$ cat config.mk
export PLATFORM = sky130hd
export DESIGN_NAME = spi_slave_responder_flat
export DESIGN_NICKNAME = d
export VERILOG_FILES = /design/src/rtl/spi_slave_responder_if.sv /design/src/rtl/spi_slave_responder.sv /design/src/flat_wrapper.sv
export SDC_FILE = /design/constraint.sdc
export NUM_CORES = 1
export LEC_CHECK = 0
export ABC_AREA = 1
export CAP_MARGIN = 30
export CORE_UTILIZATION = 45
export DETAILED_ROUTE_END_ITERATION = 6
export GPL_TIMING_DRIVEN = 0
export PLACE_DENSITY = 0.67
export SYNTH_ARGS = -nofsm -noshare
export SYNTH_HDL_FRONTEND = slang
export SYNTH_SLANG_ARGS = --single-unit
$ cat constraint.sdc
create_clock -name PCLK -period 1.64 [get_ports PCLK]
set_input_delay 0.328 -clock PCLK [delete_from_list [all_inputs] [get_ports PCLK]]
set_output_delay 0.328 -clock PCLK [all_outputs]
set_load 0.02 [all_outputs]
$ cat src/rtl/spi_slave_responder_if.sv
// Pin and local-logic bundle for spi_slave_responder.
// The overrun signal exists only when SPI_SLAVE_OVR_EN is defined.
interface spi_slave_responder_if;
    logic       cpol;
    logic       cpha;
    logic       lsbfe;
    logic       ss;
    logic       sclk;
    logic       mosi;
    logic       miso;
    logic       miso_oe;
    logic [7:0] tx_data;
    logic       tx_valid;
    logic       tx_ready;
    logic [7:0] rx_data;
    logic       rx_valid;
    logic       rx_read;
    logic       busy;
`ifdef SPI_SLAVE_OVR_EN
    logic       overrun;

    modport slave (
        input  cpol, cpha, lsbfe, ss, sclk, mosi, tx_data, tx_valid, rx_read,
        output miso, miso_oe, tx_ready, rx_data, rx_valid, busy, overrun
    );
    modport master (
        output cpol, cpha, lsbfe, ss, sclk, mosi, tx_data, tx_valid, rx_read,
        input  miso, miso_oe, tx_ready, rx_data, rx_valid, busy, overrun
    );
`else
    modport slave (
        input  cpol, cpha, lsbfe, ss, sclk, mosi, tx_data, tx_valid, rx_read,
        output miso, miso_oe, tx_ready, rx_data, rx_valid, busy
    );
    modport master (
        output cpol, cpha, lsbfe, ss, sclk, mosi, tx_data, tx_valid, rx_read,
        input  miso, miso_oe, tx_ready, rx_data, rx_valid, busy
    );
`endif
endinterface

$ cat src/rtl/spi_slave_responder.sv
// Oversampling SPI slave endpoint: 8-bit slots, all CPOL/CPHA modes, MSB/LSB first.
// Define SPI_SLAVE_OVR_EN to keep the oldest unread byte and flag a sticky overrun.
module spi_slave_responder (
    input  logic                 PCLK,
    input  logic                 PRESET,
    spi_slave_responder_if.slave bus
);
    localparam int unsigned DW = 8;
    localparam int unsigned CW = 3;

    typedef enum logic [1:0] {S_IDLE, S_LOAD, S_SHIFT} state_t;

    state_t          r_state;
    logic            r_ss_s1, r_busy;
    logic            r_sclk_s1, r_sclk_s2, r_sclk_s3;
    logic            r_mosi_s1, r_mosi_s2;
    logic            r_cpol, r_cpha, r_lsbfe, r_first;
    logic            r_miso, r_miso_oe, r_tx_ready, r_rx_valid;
    logic [DW-1:0]   r_tx_buf, r_tx_sr, r_rx_sr, r_rx_data;
    logic [CW-1:0]   r_cnt;
`ifdef SPI_SLAVE_OVR_EN
    logic            r_overrun;
`endif

    logic            w_rise, w_fall, w_lead, w_trail;
    logic            w_sample, w_drive, w_done, w_load, w_order;
    logic [DW-1:0]   w_src, w_tx_word, w_rx_next;

    function automatic logic [DW-1:0] bit_rev(input logic [DW-1:0] d);
        logic [DW-1:0] res;
        res = '0;
        for (int unsigned i = 0; i < DW; i++) res[i] = d[DW-1-i];
        return res;
    endfunction

    // Pin synchronizers; r_busy is the second ss stage stored inverted.
    always_ff @(posedge PCLK) begin
        if (PRESET) begin
            r_ss_s1   <= 1'b1;
            r_busy    <= 1'b0;
            r_sclk_s1 <= bus.cpol;
            r_sclk_s2 <= bus.cpol;
            r_sclk_s3 <= bus.cpol;
            r_mosi_s1 <= 1'b0;
            r_mosi_s2 <= 1'b0;
        end else begin
            r_ss_s1   <= bus.ss;
            r_busy    <= ~r_ss_s1;
            r_sclk_s1 <= bus.sclk;
            r_sclk_s2 <= r_sclk_s1;
            r_sclk_s3 <= r_sclk_s2;
            r_mosi_s1 <= bus.mosi;
            r_mosi_s2 <= r_mosi_s1;
        end
    end

    always_comb begin
        w_rise    = r_sclk_s2 & ~r_sclk_s3;
        w_fall    = ~r_sclk_s2 & r_sclk_s3;
        w_lead    = r_cpol ? w_fall : w_rise;
        w_trail   = r_cpol ? w_rise : w_fall;
        w_sample  = (r_state == S_SHIFT) && r_busy && (r_cpha ? w_trail : w_lead);
        w_drive   = (r_state == S_SHIFT) && r_busy && (r_cpha ? w_lead : w_trail);
        w_rx_next = r_lsbfe ? {r_mosi_s2, r_rx_sr[DW-1:1]} : {r_rx_sr[DW-2:0], r_mosi_s2};
        w_done    = w_sample && (r_cnt == CW'(DW-1));
        w_load    = ((r_state == S_IDLE) && r_busy) || w_done;
        // Frame start uses the live ordering input, later slots the captured one.
        w_order   = (r_state == S_IDLE) ? bus.lsbfe : r_lsbfe;
        w_src     = r_tx_ready ? '1 : r_tx_buf;
        w_tx_word = w_order ? bit_rev(w_src) : w_src;
    end

    always_ff @(posedge PCLK) begin
        if (PRESET) begin
            r_state    <= S_IDLE;
            r_cpol     <= bus.cpol;
            r_cpha     <= 1'b0;
            r_lsbfe    <= 1'b0;
            r_first    <= 1'b0;
            r_miso     <= 1'b0;
            r_miso_oe  <= 1'b0;
            r_tx_ready <= 1'b1;
            r_tx_buf   <= '0;
            r_tx_sr    <= '0;
            r_rx_sr    <= '0;
            r_rx_data  <= '0;
            r_rx_valid <= 1'b0;
            r_cnt      <= '0;
`ifdef SPI_SLAVE_OVR_EN
            r_overrun  <= 1'b0;
`endif
        end else begin
            // One-entry tx buffer: a load drains it, a write fills it only when empty.
            if (w_load && !r_tx_ready) begin
                r_tx_ready <= 1'b1;
            end else if (bus.tx_valid && r_tx_ready) begin
                r_tx_buf   <= bus.tx_data;
                r_tx_ready <= 1'b0;
            end

            if (w_done) begin
`ifdef SPI_SLAVE_OVR_EN
                if (r_rx_valid && !bus.rx_read) begin
                    r_overrun <= 1'b1;
                end else begin
                    r_rx_data  <= w_rx_next;
                    r_rx_valid <= 1'b1;
                    if (bus.rx_read) r_overrun <= 1'b0;
                end
`else
                r_rx_data  <= w_rx_next;
                r_rx_valid <= 1'b1;
`endif
            end else if (bus.rx_read) begin
                r_rx_valid <= 1'b0;
`ifdef SPI_SLAVE_OVR_EN
                r_overrun  <= 1'b0;
`endif
            end

            case (r_state)
                S_IDLE: begin
                    r_miso    <= 1'b0;
                    r_miso_oe <= 1'b0;
                    r_cnt     <= '0;
                    r_first   <= 1'b0;
                    if (r_busy) begin
                        r_cpol    <= bus.cpol;
                        r_cpha    <= bus.cpha;
                        r_lsbfe   <= bus.lsbfe;
                        r_tx_sr   <= {w_tx_word[DW-2:0], 1'b0};
                        r_miso    <= w_tx_word[DW-1];
                        r_miso_oe <= 1'b1;
                        r_first   <= bus.cpha;
                        r_state   <= S_LOAD;
                    end
                end
                S_LOAD: begin
                    if (!r_busy) begin
                        r_miso    <= 1'b0;
                        r_miso_oe <= 1'b0;
                        r_state   <= S_IDLE;
                    end else begin
                        r_state <= S_SHIFT;
                    end
                end
                S_SHIFT: begin
                    if (!r_busy) begin
                        r_miso    <= 1'b0;
                        r_miso_oe <= 1'b0;
                        r_cnt     <= '0;
                        r_state   <= S_IDLE;
                    end else begin
                        if (w_sample) begin
                            r_rx_sr <= w_rx_next;
                            r_cnt   <= r_cnt + CW'(1);
                        end
                        // Reload keeps miso; the next drive edge presents the new first bit.
                        if (w_done) begin
                            r_tx_sr <= w_tx_word;
                            r_first <= 1'b0;
                        end
                        if (w_drive) begin
                            if (r_first) begin
                                r_first <= 1'b0;
                            end else begin
                                r_miso  <= r_tx_sr[DW-1];
                                r_tx_sr <= {r_tx_sr[DW-2:0], 1'b0};
                            end
                        end
                    end
                end
                default: r_state <= S_IDLE;
            endcase
        end
    end

    assign bus.miso     = r_miso;
    assign bus.miso_oe  = r_miso_oe;
    assign bus.tx_ready = r_tx_ready;
    assign bus.rx_data  = r_rx_data;
    assign bus.rx_valid = r_rx_valid;
    assign bus.busy     = r_busy;
`ifdef SPI_SLAVE_OVR_EN
    assign bus.overrun  = r_overrun;
`endif

endmodule

$ cat src/flat_wrapper.sv
// flat-port wrapper written by rule: the top's interface ports become plain ports
module spi_slave_responder_flat 
  (PCLK, PRESET, bus_cpol, bus_cpha, bus_lsbfe, bus_ss, bus_sclk, bus_mosi, bus_tx_data, bus_tx_valid, bus_rx_read, bus_miso, bus_miso_oe, bus_tx_ready, bus_rx_data, bus_rx_valid, bus_busy);
  spi_slave_responder_if bus_i ();
  input  logic PCLK;
  input  logic PRESET;
  input wire logic [$bits(bus_i.cpol)-1:0] bus_cpol;
  input wire logic [$bits(bus_i.cpha)-1:0] bus_cpha;
  input wire logic [$bits(bus_i.lsbfe)-1:0] bus_lsbfe;
  input wire logic [$bits(bus_i.ss)-1:0] bus_ss;
  input wire logic [$bits(bus_i.sclk)-1:0] bus_sclk;
  input wire logic [$bits(bus_i.mosi)-1:0] bus_mosi;
  input wire logic [$bits(bus_i.tx_data)-1:0] bus_tx_data;
  input wire logic [$bits(bus_i.tx_valid)-1:0] bus_tx_valid;
  input wire logic [$bits(bus_i.rx_read)-1:0] bus_rx_read;
  output wire logic [$bits(bus_i.miso)-1:0] bus_miso;
  output wire logic [$bits(bus_i.miso_oe)-1:0] bus_miso_oe;
  output wire logic [$bits(bus_i.tx_ready)-1:0] bus_tx_ready;
  output wire logic [$bits(bus_i.rx_data)-1:0] bus_rx_data;
  output wire logic [$bits(bus_i.rx_valid)-1:0] bus_rx_valid;
  output wire logic [$bits(bus_i.busy)-1:0] bus_busy;
  assign bus_i.cpol = bus_cpol;
  assign bus_i.cpha = bus_cpha;
  assign bus_i.lsbfe = bus_lsbfe;
  assign bus_i.ss = bus_ss;
  assign bus_i.sclk = bus_sclk;
  assign bus_i.mosi = bus_mosi;
  assign bus_i.tx_data = bus_tx_data;
  assign bus_i.tx_valid = bus_tx_valid;
  assign bus_i.rx_read = bus_rx_read;
  assign bus_miso = bus_i.miso;
  assign bus_miso_oe = bus_i.miso_oe;
  assign bus_tx_ready = bus_i.tx_ready;
  assign bus_rx_data = bus_i.rx_data;
  assign bus_rx_valid = bus_i.rx_valid;
  assign bus_busy = bus_i.busy;
  spi_slave_responder u_core (.PCLK(PCLK), .PRESET(PRESET), .bus(bus_i));
endmodule
# --- Word-level counts from Yosys, hierarchy flattened ---
# Cells that the tools add are included.
op_classes:
  addsub: 1
  n_eq_ne: 11
  muxes: 43
  n_bitwise: 6
  reduce_logical: 28
ops:
  columns: ["cell", "n"]
  rows:
  - ["$mux 8", 8]
  - ["$mux 1", 24]
  - ["$pmux 8 s2", 1]
  - ["$reduce_and 2->1", 7]
  - ["$reduce_bool 2->1", 5]
  - ["$ne 3x3->1 const B", 3]
  - ["$logic_and 1x1->1", 7]
  - ["$mux 2", 3]
  - ["$mux 3", 2]
  - ["$ne 2x2->1 const B", 3]
  - ["$pmux 2 s3", 1]
  - ["$pmux 3 s2", 1]
  - ["$reduce_and 3->1", 2]
  - ["$ne 2x1->1 const B", 2]
  - ["$not 1->1", 4]
  - ["$pmux 1 s2", 2]
  - ["$reduce_and 4->1", 1]
  - ["$reduce_or 2->1", 2]
  - ["$add 3x1->3 const B", 1]
  - ["$eq 3x3->1 const B", 1]
  - ["$pmux 1 s3", 1]
  - ["$reduce_bool 3->1", 1]
  - ["$and 1x1->1", 2]
  - ["$eq 2x1->1 const B", 1]
  - ["other kinds (4)", 4]
totals:
  register_bits: 52
  input_bits: 18
  out_inout_bits: 13

# --- Logic depth before layout (Yosys ltp) ---
# Gate-level depths: netlist of run 1.
logic_depth:
  word_depth: 11
  depth_mapped: 11

# --- Least setup slack after synthesis of run 1 ---
# Ideal clock, no wire load.
synth_path:
  path_kind: "reg2reg"
  start: "reg u_core.r_state[0]"
  end: "reg u_core.r_miso (netlist: u_core.bus.miso)"
  setup_ps: 71
  arrival_time_ps: 1444
  slack_ps: 125
  path_stages_with_launch: 11
  path_buffers: 0
  period_less_slack_ps: 1515
  path_cell_list: "dfxtp_1 > inv_1 > ha_1 > inv_1 > nand2_4 > nand2_4 > nand2_1 > nand2_1 > o21ai_1 > or2_1 > a21oi_1"
synth_via:
  elab_chain_cells: 5
  word_cells_on_any_way: 14
  classes_between: "eq/ne (5); mux (4); reduce/logical (5)"
synth_rtl:
  columns: ["element", "line", "rtl"]
  rows:
  - ["start: declaration", "spi_slave_responder.sv:13", "state_t r_state;"]
  - ["start signal: assignment", "spi_slave_responder.sv:75", "r_state <= S_IDLE;"]
  - ["start signal: assignment", "spi_slave_responder.sv:135", "r_state <= S_LOAD;"]
  - ["start signal: assignment", "spi_slave_responder.sv:142", "r_state <= S_IDLE;"]
  - ["$logic_not 2->1 / $eq 2x2->1 (equally long branches)", "spi_slave_responder.sv:68, spi_slave_responder.sv:121, spi_slave_responder.sv:63", null]
  - ["$mux 1 / $logic_and 1x1->1 (equally long branches)", "spi_slave_responder.sv:68, spi_slave_responder.sv:63", null]
  - ["$mux 8 / $logic_and 1x1->1 (equally long branches)", "spi_slave_responder.sv:70, spi_slave_responder.sv:63", null]
  - ["$mux 1 / $ne 3x3->1 (equally long branches)", null, null]
  - ["$pmux 1 s3 / $reduce_and 4->1 (equally long branches)", null, null]
  - ["end signal: assignment", "spi_slave_responder.sv:132", "r_miso <= w_tx_word[DW-1];"]
  - ["end signal: assignment", "spi_slave_responder.sv:167", "r_miso <= r_tx_sr[DW-1];"]
  - ["end: declaration", "spi_slave_responder.sv:18", "logic r_miso, r_miso_oe, r_tx_ready, r_rx_valid;"]
# Several ways; a longest one is shown, not always the timed one.
# A chain may end at the register's enable or synchronous reset.

# --- Worst setup path after layout of run 1 ---
layout_path:
  start: "reg u_core.r_miso (netlist: u_core.bus.miso)"
  end: "out bus_miso"
layout_rtl:
  columns: ["element", "line", "rtl"]
  rows:
  - ["end: declaration", "flat_wrapper.sv:16", "output wire logic [$bits(bus_i.miso)-1:0] bus_miso;"]
# No word-level cell between the ends.

==> results.cfg, run 1 <==
[timing]
post-route-period-util = 0.967
setup_viol = 0
min_period_ns = 1.59
rsz0062_at_grt = true
skew_ns = 0.00794
finalHoldViolCount = 0
fmax_ghz = 0.631
slew_headroom = 0.658
fin_setup_tns_ns = 0
drv_slew = 0
tightest_slew_ns = 0.513

[setup_path]
path_cells = clkdlybuf4s50_1
start_kind = flop
crit_buf_inv = 1
path_max_fanout = 2
cp_slowest_cell = clkdlybuf4s50_1
endpoint_kind = output pin
path_class = flop to output pin
cp.arrival_ns = 1.26
cpLargestDelayFamily = buffers and inverters
required_ns = 1.31
cp_slowest_stage_delay_ns = 0.60
r2r_setup_slack_ns = 0.08

[drt]
routed_wl_mm = 6.26
highest_layer = met4
drc = 0
wl_per_cell_um = 12.8
viasPerCell = 5.14
wl_met1_mm = 2.99
wl_met2_mm = 2.98
dr_total_vias = 2519
detail_route.iter0.violations = 101
antenna_left = 0
dr_wl_met3_um = 192
drt-pass1-iter-count = 4

[synth]
syn_nets = 400
ys_seq_area_frac = 0.405
synth_edf_count = 1
yosys_register_bits = 52
synth-simple-area-share = 0.290
ys.flop_type = dfxtp_1
synthXorXnorAreaFrac = 0
postSynthCellCount = 375
synth.mux.area_fraction = 0
synth.cell_area_um2 = 2590
synth_top_family_by_area = simple AND/OR/NAND/NOR gates
synth_compound_area_frac = 0.167
synth_fa_ha_area_frac = 0.0338
synth_cell_types = 29
yosys_warnings = 0
synth.avg_cell_area_um2 = 6.91
ys_async_sr_fraction = 0

[run_status]
status = finished clean

[place]
dp_hpwl_mm = 4.18
port_buffers = 30
routabilityCongestion = 0.828

[grt]
grt_usage = 0.217
antenna_found_initial = 0
grt_pass1_wl_mm = 10.5
grt_pass1_vias = 2353
overflow = 0
grt_max_degree = 16

[flow_run]
maxCapViolations = 0

[cts]
clockRootBuffer = clkbuf_8
cts_inserted_buffers = 5
htree_levels = 2
clk_latency_ns = 0.31
cts_tree = done
ctsHoldBuffers = 0
ctsLongestPathBuffers = 2
cts.sinks = 52
cts.clk_slew.worst_paths_ns = 0.10

[cells_and_area]
area_delta_synth_final_pct = 24.4
nets = 442
diodes = 0
final_common_cell = nand2_1
fill_cells = 571
finalCoreUtilization = 0.582
drive_gt1_frac = 0.127
layout_common_cells = 82 x nand2_1, 49 x dfxtp_1, 41 x o21ai_0, 39 x nor2_1, 37 x inv_1

[pwr]
power.leakage_nw = 1.47
power.density_nw_per_um2 = 817
ir_drop_mv = 0.410

[floorplanning]
core_area_um2 = 5540
start_util = 0.468
ioPinCount = 31
die_width_um = 77.9
die_y_um = 77.9
rows = 27
die-area_um2 = 6070

[hold_path]
hp-class = flop to flop
state kept, by name (all words and copies together) (netlist names), 2 cells and up:
signal and flops:
u_core.r_tx_buf 8, u_core.r_rx_sr 8, u_core.r_state 2, u_core.r_cnt 3, u_core.bus.rx_data 8, u_core.r_tx_sr 8
kinds of logic (layout without fill, tap and decap cells):
kind of cell,after synthesis,count (layout)
DFF,52,52
adders and majority gates,7,7
buffers and inverters,61,102
AOI/OAI and AO/OA,84,84
and+or+nand+nor,171,173
synthesized netlist by cell type, types with 2 or more instances:
cell       n  share of area
dfxtp_1   51           0.39
nor2_1    39          0.056
a21oi_2    2         0.0068
clkbuf_1   6         0.0087
nand2_4    3          0.013
inv_1     40          0.058
clkinv_1   2         0.0029
a21oi_1   32          0.062
buf_6      3          0.013
o21ai_0   43          0.083
nand2_1   84           0.12
o21ai_1    5         0.0097
nand4_1    8          0.019
clkbuf_2   2         0.0039
ha_1       7          0.034
nand2_2    3         0.0072
nand3_1   29          0.056
buf_4      2         0.0058
buf_2      4         0.0077
report_power, final:
group / total, mW / leakage, nW / internal [mW] / switching (mW)
combinational: 0.488 / 0.996 / 0.188 / 0.300
sequential: 1.36 / 0.428 / 1.32 / 0.0327
clock: 0.790 / 0.0445 / 0.344 / 0.446
total: 2.63 / 1.47 / 1.86 / 0.779
stage by stage:
| stage | total power, mW | setup WS, ns | hold slack [ns] | cells | cell area [um^2] |
|---|---|---|---|---|---|
| 2_1_floorplan | 1.67 | 0.125 | 0.363 | 375 | 2590 |
| 3_3_place_gp | 1.80 | -0.566 | 0.366 | 477 | 2980 |
| 3_5_place_dp | 1.81 | -0.588 | 0.366 | 477 | 2980 |
| 4_1_cts | 2.61 | 0.00688 | 0.380 | 485 | 3110 |
| 5_1_grt | 2.76 | -0.0155 | 0.421 | 490 | 3230 |
| 6_report | 2.63 | 0.0541 | 0.379 | 490 | 3230 |
metal layers:
metal	up-vias	track usage
met5	-	0
met4	0	0.0815
met3	8	0.0412
met2	39	0.367
met1	1170	0.273
li1	1302	-
final timing paths:
path / startpoint / to / cells after the start
worst min-delay path: u_core.r_ss_s1$_SDFF_PP1_ / u_core.bus.busy$_SDFF_PP0_ / 1
worst min register to register: u_core.r_ss_s1$_SDFF_PP1_ / u_core.bus.busy$_SDFF_PP0_ / 1
worst max-delay path: u_core.bus.miso$_SDFFE_PP0P_ / bus_miso / 1
worst max register to register: u_core.r_cpol$_DFFE_PP_ / u_core.r_tx_sr[0]$_SDFFE_PP0P_ / 11
final cells by class:
class                   instances  area, um^2  share of cell area
multi-input cells             264        1350               0.419
flip-flops and latches         52        1060               0.327
repair buffers                 33         330               0.102
inverters                      44         176              0.0547
plain buffers                  17         126              0.0392
well taps                      72        90.1              0.0279
clock buffers                   7        86.3              0.0268
clock inverters                 1        7.51             0.00233
repair_timing:
| action | in CTS | in global routing |
|---|---|---|
| buffers inserted | 0 | 3 |
| cloned | 0 | 2 |
| setup endpoints to repair | 26 | 25 |
| pin swaps | 0 | 5 |
| resized for setup | 12 | 30 |
No activity file was read; power rests on OpenSTA's default activity.
==> run 2: changes to the inputs <==
==> constraint.sdc (replaced) <==
create_clock -name PCLK -period 1.64 [get_ports PCLK]
set_input_delay 0.328 -clock PCLK [delete_from_list [all_inputs] [get_ports PCLK]]
set_output_delay 0.328 -clock PCLK [all_outputs]
set_load 0.1 [all_outputs]
==> results.cfg, run 2 (synthesized netlist as in run 1, its figures left out) <==
[grt]
antenna_found_initial = 0
grt_pass1_wl_mm = 10.5
grt_pass1_vias = 2390
grt_max_degree = 17
grt_usage = 0.214
overflow = 0

[timing]
fin_setup_tns_ns = 0
fmax_ghz = 0.630
drv_slew = 0
setup_slack_ns = 0.0529
tightest_slew_ns = 0.548
skew_ns = 0.0103
post-route-period-util = 0.968
rsz0062_at_grt = true
min_period_ns = 1.59
finalHoldViolCount = 0
slew_headroom = 0.636
setup_viol = 0
holdWs_ns = 0.381

[cells_and_area]
finalCoreUtilization = 0.589
nets = 442
area_delta_synth_final_pct = 25.9
final_cells = 490
layout_common_cells = 79 x nand2_1, 47 x dfxtp_1, 41 x o21ai_0, 39 x nor2_1, 36 x inv_1
final_common_cell = nand2_1
design_area_um2 = 3260
diodes = 0
drive_gt1_frac = 0.163

[place]
placed_cells = 477
placed_area_um2 = 2990
routabilityCongestion = 0.868
dp_hpwl_mm = 4.36
post-place-ws_ns = -0.546
port_buffers = 30

[floorplanning]
start_util = 0.468
core_area_um2 = 5540
die_width_um = 77.9
die_y_um = 77.9
ioPinCount = 31
die-area_um2 = 6070
rows = 27

[cts]
clk_latency_ns = 0.31
clockRootBuffer = clkbuf_8
cts.clk_slew.worst_paths_ns = 0.10
cts_inserted_buffers = 5
ctsLongestPathBuffers = 2
cts_tree = done
cts.sinks = 52
htree_levels = 2
ctsHoldBuffers = 0

[drt]
wl_per_cell_um = 12.8
antenna_left = 0
dr_total_vias = 2509
detail_route.iter0.violations = 165
routed_wl_mm = 6.29
drt-pass1-iter-count = 4
viasPerCell = 5.12
drc = 0

[setup_path]
start_kind = flop
path_max_fanout = 10
endpoint_kind = flop
cp_slowest_stage_delay_ns = 0.38
path_class = flop to flop
crit_buf_inv = 2
path_cells = inv_4 > ha_4 > clkinv_1 > nor2_1 > nor3b_1 > o21ai_1 > or2_1 > a21oi_1
cp_slowest_cell = dfxtp_2
cpLargestDelayFamily = simple AND/OR/NAND/NOR gates
required_ns = 1.88
cp.arrival_ns = 1.83

[pwr]
power.leakage_nw = 1.45
pwr-share-comb = 0.196
switching_power_mw = 0.819
power.total_mw = 2.68
seq_power_share = 0.508
power_frac_clock = 0.296
power.density_nw_per_um2 = 820
ir_drop_mv = 0.537
p_int_mw = 1.86
switching_share = 0.306

[hold_path]
hp-class = flop to flop

[run_status]
status = finished clean

[flow_run]
maxCapViolations = 0
-- run 2: worst paths after layout --
check | slack, ns | depth (start not counted) | startpoint | end
min reg2reg | 0.38 | 1 | u_core.r_ss_s1$_SDFF_PP1_ | u_core.bus.busy$_SDFF_PP0_
max reg2reg | 0.05 | 8 | u_core.r_state[0]$_SDFFE_PP0P_ | u_core.bus.miso$_SDFFE_PP0P_
max | 0.05 | 8 | u_core.r_state[0]$_SDFFE_PP0P_ | u_core.bus.miso$_SDFFE_PP0P_
min | 0.38 | 1 | u_core.r_ss_s1$_SDFF_PP1_ | u_core.bus.busy$_SDFF_PP0_
-- run 2: cell type report --
cell class,instances,area (um^2)
fillers,543,2280
multi-input cells,262,1350
flip-flops and latches,52,1060
repair buffers,35,372
inverters,44,178
plain buffers,17,115
well taps,72,90.1
clock buffers,6,82.6
clock inverters,2,13.8
-- run 2: timing repair --
action	in CTS	in global routing
gates resized for setup	53	22
setup buffers	0	4
pin swaps	0	3
endpoints found under the setup margin	38	21
cloned	0	1
-- run 2: worst reg2reg max path, cell delays in order, from the launching register on --
cell and delay, ns:
dfxtp_2 0.38, inv_4 0.06, ha_4 0.18, clkinv_1 0.19, nor2_1 0.08, nor3b_1 0.19
o21ai_1 0.08, or2_1 0.23, a21oi_1 0.12
-- run 2: routing by layer --
layer  wire, um  vias to the layer above  share of wire  GRT usage
met3        273                        9          0.043     0.0388
met2       3040                       57           0.48      0.374
met4         78                        0          0.012     0.0815
li1           -                     1300              -          -
met1       2900                     1143           0.46      0.261
met5          0                        -              0          0
-- run 2: power groups by stage --
stage / Clock, mW / Combinational, mW / Sequential (mW)
after floorplan: 0 / 0.284 / 1.43
after global placement: 0 / 0.462 / 1.38
after detailed placement: 0 / 0.469 / 1.38
after CTS: 0.809 / 0.492 / 1.35
after global routing: 0.858 / 0.586 / 1.37
final: 0.792 / 0.526 / 1.36
==> run 3: changes to the inputs <==
--- a/config.mk
+++ b/config.mk
@@ -10,7 +10,9 @@
 export CORE_UTILIZATION = 45
 export DETAILED_ROUTE_END_ITERATION = 6
 export GPL_TIMING_DRIVEN = 0
+export MAX_ROUTING_LAYER = met4
 export PLACE_DENSITY = 0.67
+export SLEW_MARGIN = 30
 export SYNTH_ARGS = -nofsm -noshare
 export SYNTH_HDL_FRONTEND = slang
 export SYNTH_SLANG_ARGS = --single-unit
==> results.cfg, run 3 (synthesized netlist as in run 1, its figures left out) <==
[floorplanning]
die_width_um = 77.9
core_area_um2 = 5540
ioPinCount = 31
die_y_um = 77.9
rows = 27
start_util = 0.468
die-area_um2 = 6070

[place]
routabilityCongestion = 0.882
port_buffers = 30
placed_cells = 477
placed_area_um2 = 2990
dp_hpwl_mm = 4.36

[cells_and_area]
finalCoreUtilization = 0.589
drive_gt1_frac = 0.163
final_common_cell = nand2_1
layout_common_cells = 79 x nand2_1, 47 x dfxtp_1, 41 x o21ai_0, 39 x nor2_1, 36 x inv_1
fill_cells = 543
final_cells = 490
diodes = 0
nets = 442
design_area_um2 = 3260
area_delta_synth_final_pct = 25.9

[cts]
cts_inserted_buffers = 5
cts.sinks = 52
ctsHoldBuffers = 0
ctsLongestPathBuffers = 2
clockRootBuffer = clkbuf_8
htree_levels = 2
clk_latency_ns = 0.31
cts_tree = done
cts.clk_slew.worst_paths_ns = 0.10

[setup_path]
endpoint = u_core.bus.miso$_SDFFE_PP0P_
r2r_setup_slack_ns = 0.06
start_kind = flop
endpoint_kind = flop
path_class = flop to flop
timing.rr.start = u_core.r_state[0]$_SDFFE_PP0P_
required_ns = 1.88
path_max_fanout = 10
critPathLaunch = u_core.r_state[0]$_SDFFE_PP0P_
cp.arrival_ns = 1.82
worstRegToRegCells = 8
r2r_end = u_core.bus.miso$_SDFFE_PP0P_

[pwr]
ir_drop_mv = 0.528
power.total_mw = 2.67
power.leakage_nw = 1.45
power.density_nw_per_um2 = 818

[grt]
grt_usage = 0.220
grt_pass1_wl_mm = 10.4
grt_max_degree = 17
overflow = 0
grt_pass1_vias = 2391
antenna_found_initial = 0

[timing]
drv_slew = 0
min_period_ns = 1.58
rsz0062_at_grt = true
fin_setup_tns_ns = 0
skew_ns = 0.00938
setup_viol = 0
finalHoldViolCount = 0
fmax_ghz = 0.634
slew_headroom = 0.635
post-route-period-util = 0.961
tightest_slew_ns = 0.549

[drt]
drt-pass1-iter-count = 4
dr_total_vias = 2522
routed_wl_mm = 6.29
drc = 0
detail_route.iter0.violations = 178
antenna_left = 0
wl_per_cell_um = 12.8
viasPerCell = 5.15

[flow_run]
maxCapViolations = 0

[hold_path]
hp-class = flop to flop

[run_status]
status = finished clean
==> run 3: worst max-delay path, cell delays in order (launching register included) <==
cell and delay [ns]:
dfxtp_2 0.38, inv_4 0.06, ha_4 0.18, clkinv_1 0.19, nor2_1 0.07, nor3b_1 0.19
o21ai_1 0.08, or2_1 0.23, a21oi_1 0.12
==> run 3: what timing repair did <==
action | CTS | global route
gates resized for setup | 53 | 22
pin swaps | 0 | 3
hold endpoints to repair | 0 | 0
cloned | 0 | 1
setup buffers | 0 | 4
endpoints found under the setup margin | 38 | 21
==> run 3: how the worst min path moves through the flow <==
stage / from / endpoint / slack (ns) / cells past startpoint
3_3_place_gp: u_core.r_ss_s1$_SDFF_PP1_ / u_core.bus.busy$_SDFF_PP0_ / 0.36 / 1
6_report: u_core.r_ss_s1$_SDFF_PP1_ / u_core.bus.busy$_SDFF_PP0_ / 0.38 / 1
5_1_grt: u_core.r_ss_s1$_SDFF_PP1_ / u_core.bus.busy$_SDFF_PP0_ / 0.39 / 1
3_5_place_dp: u_core.r_ss_s1$_SDFF_PP1_ / u_core.bus.busy$_SDFF_PP0_ / 0.37 / 1
2_1_floorplan: u_core.r_ss_s1$_SDFF_PP1_ / u_core.bus.busy$_SDFF_PP0_ / 0.35 / 1
4_1_cts: u_core.r_ss_s1$_SDFF_PP1_ / u_core.bus.busy$_SDFF_PP0_ / 0.38 / 1
==> run 3: cell type report <==
type,instances,area [um^2],area share
multi-input combinational,262,1350,0.414
buffer,17,115,0.0353
clock buffer,6,82.6,0.0253
clock inverter,2,13.8,0.00422
timing repair buffer,35,372,0.114
inverter,44,178,0.0544
tap,72,90.1,0.0276
sequential,52,1060,0.326
==> run 3: metal layers <==
layer	part of all wire	up-vias	GRT usage
met5	0	-	-
met4	0.011	0	0.0815
met3	0.043	11	0.0376
met2	0.49	53	0.374
met1	0.46	1159	0.261
li1	-	1299	-
==> run 3: stage by stage <==
step,hold slack [ns],setup WS (ns)
detailed placement,0.367,-0.546
global placement,0.356,-0.489
floorplan,0.353,0.0668
CTS,0.384,0.000118
global route,0.394,-0.0258
finish,0.380,0.0636
==> run 3: power by group <==
group          total, mW  internal [mW]  leakage [nW]  switching (mW)
combinational      0.525          0.188         0.974           0.337
sequential          1.36           1.32         0.428          0.0357
clock              0.785          0.346        0.0516           0.439
total               2.67           1.86          1.45           0.812
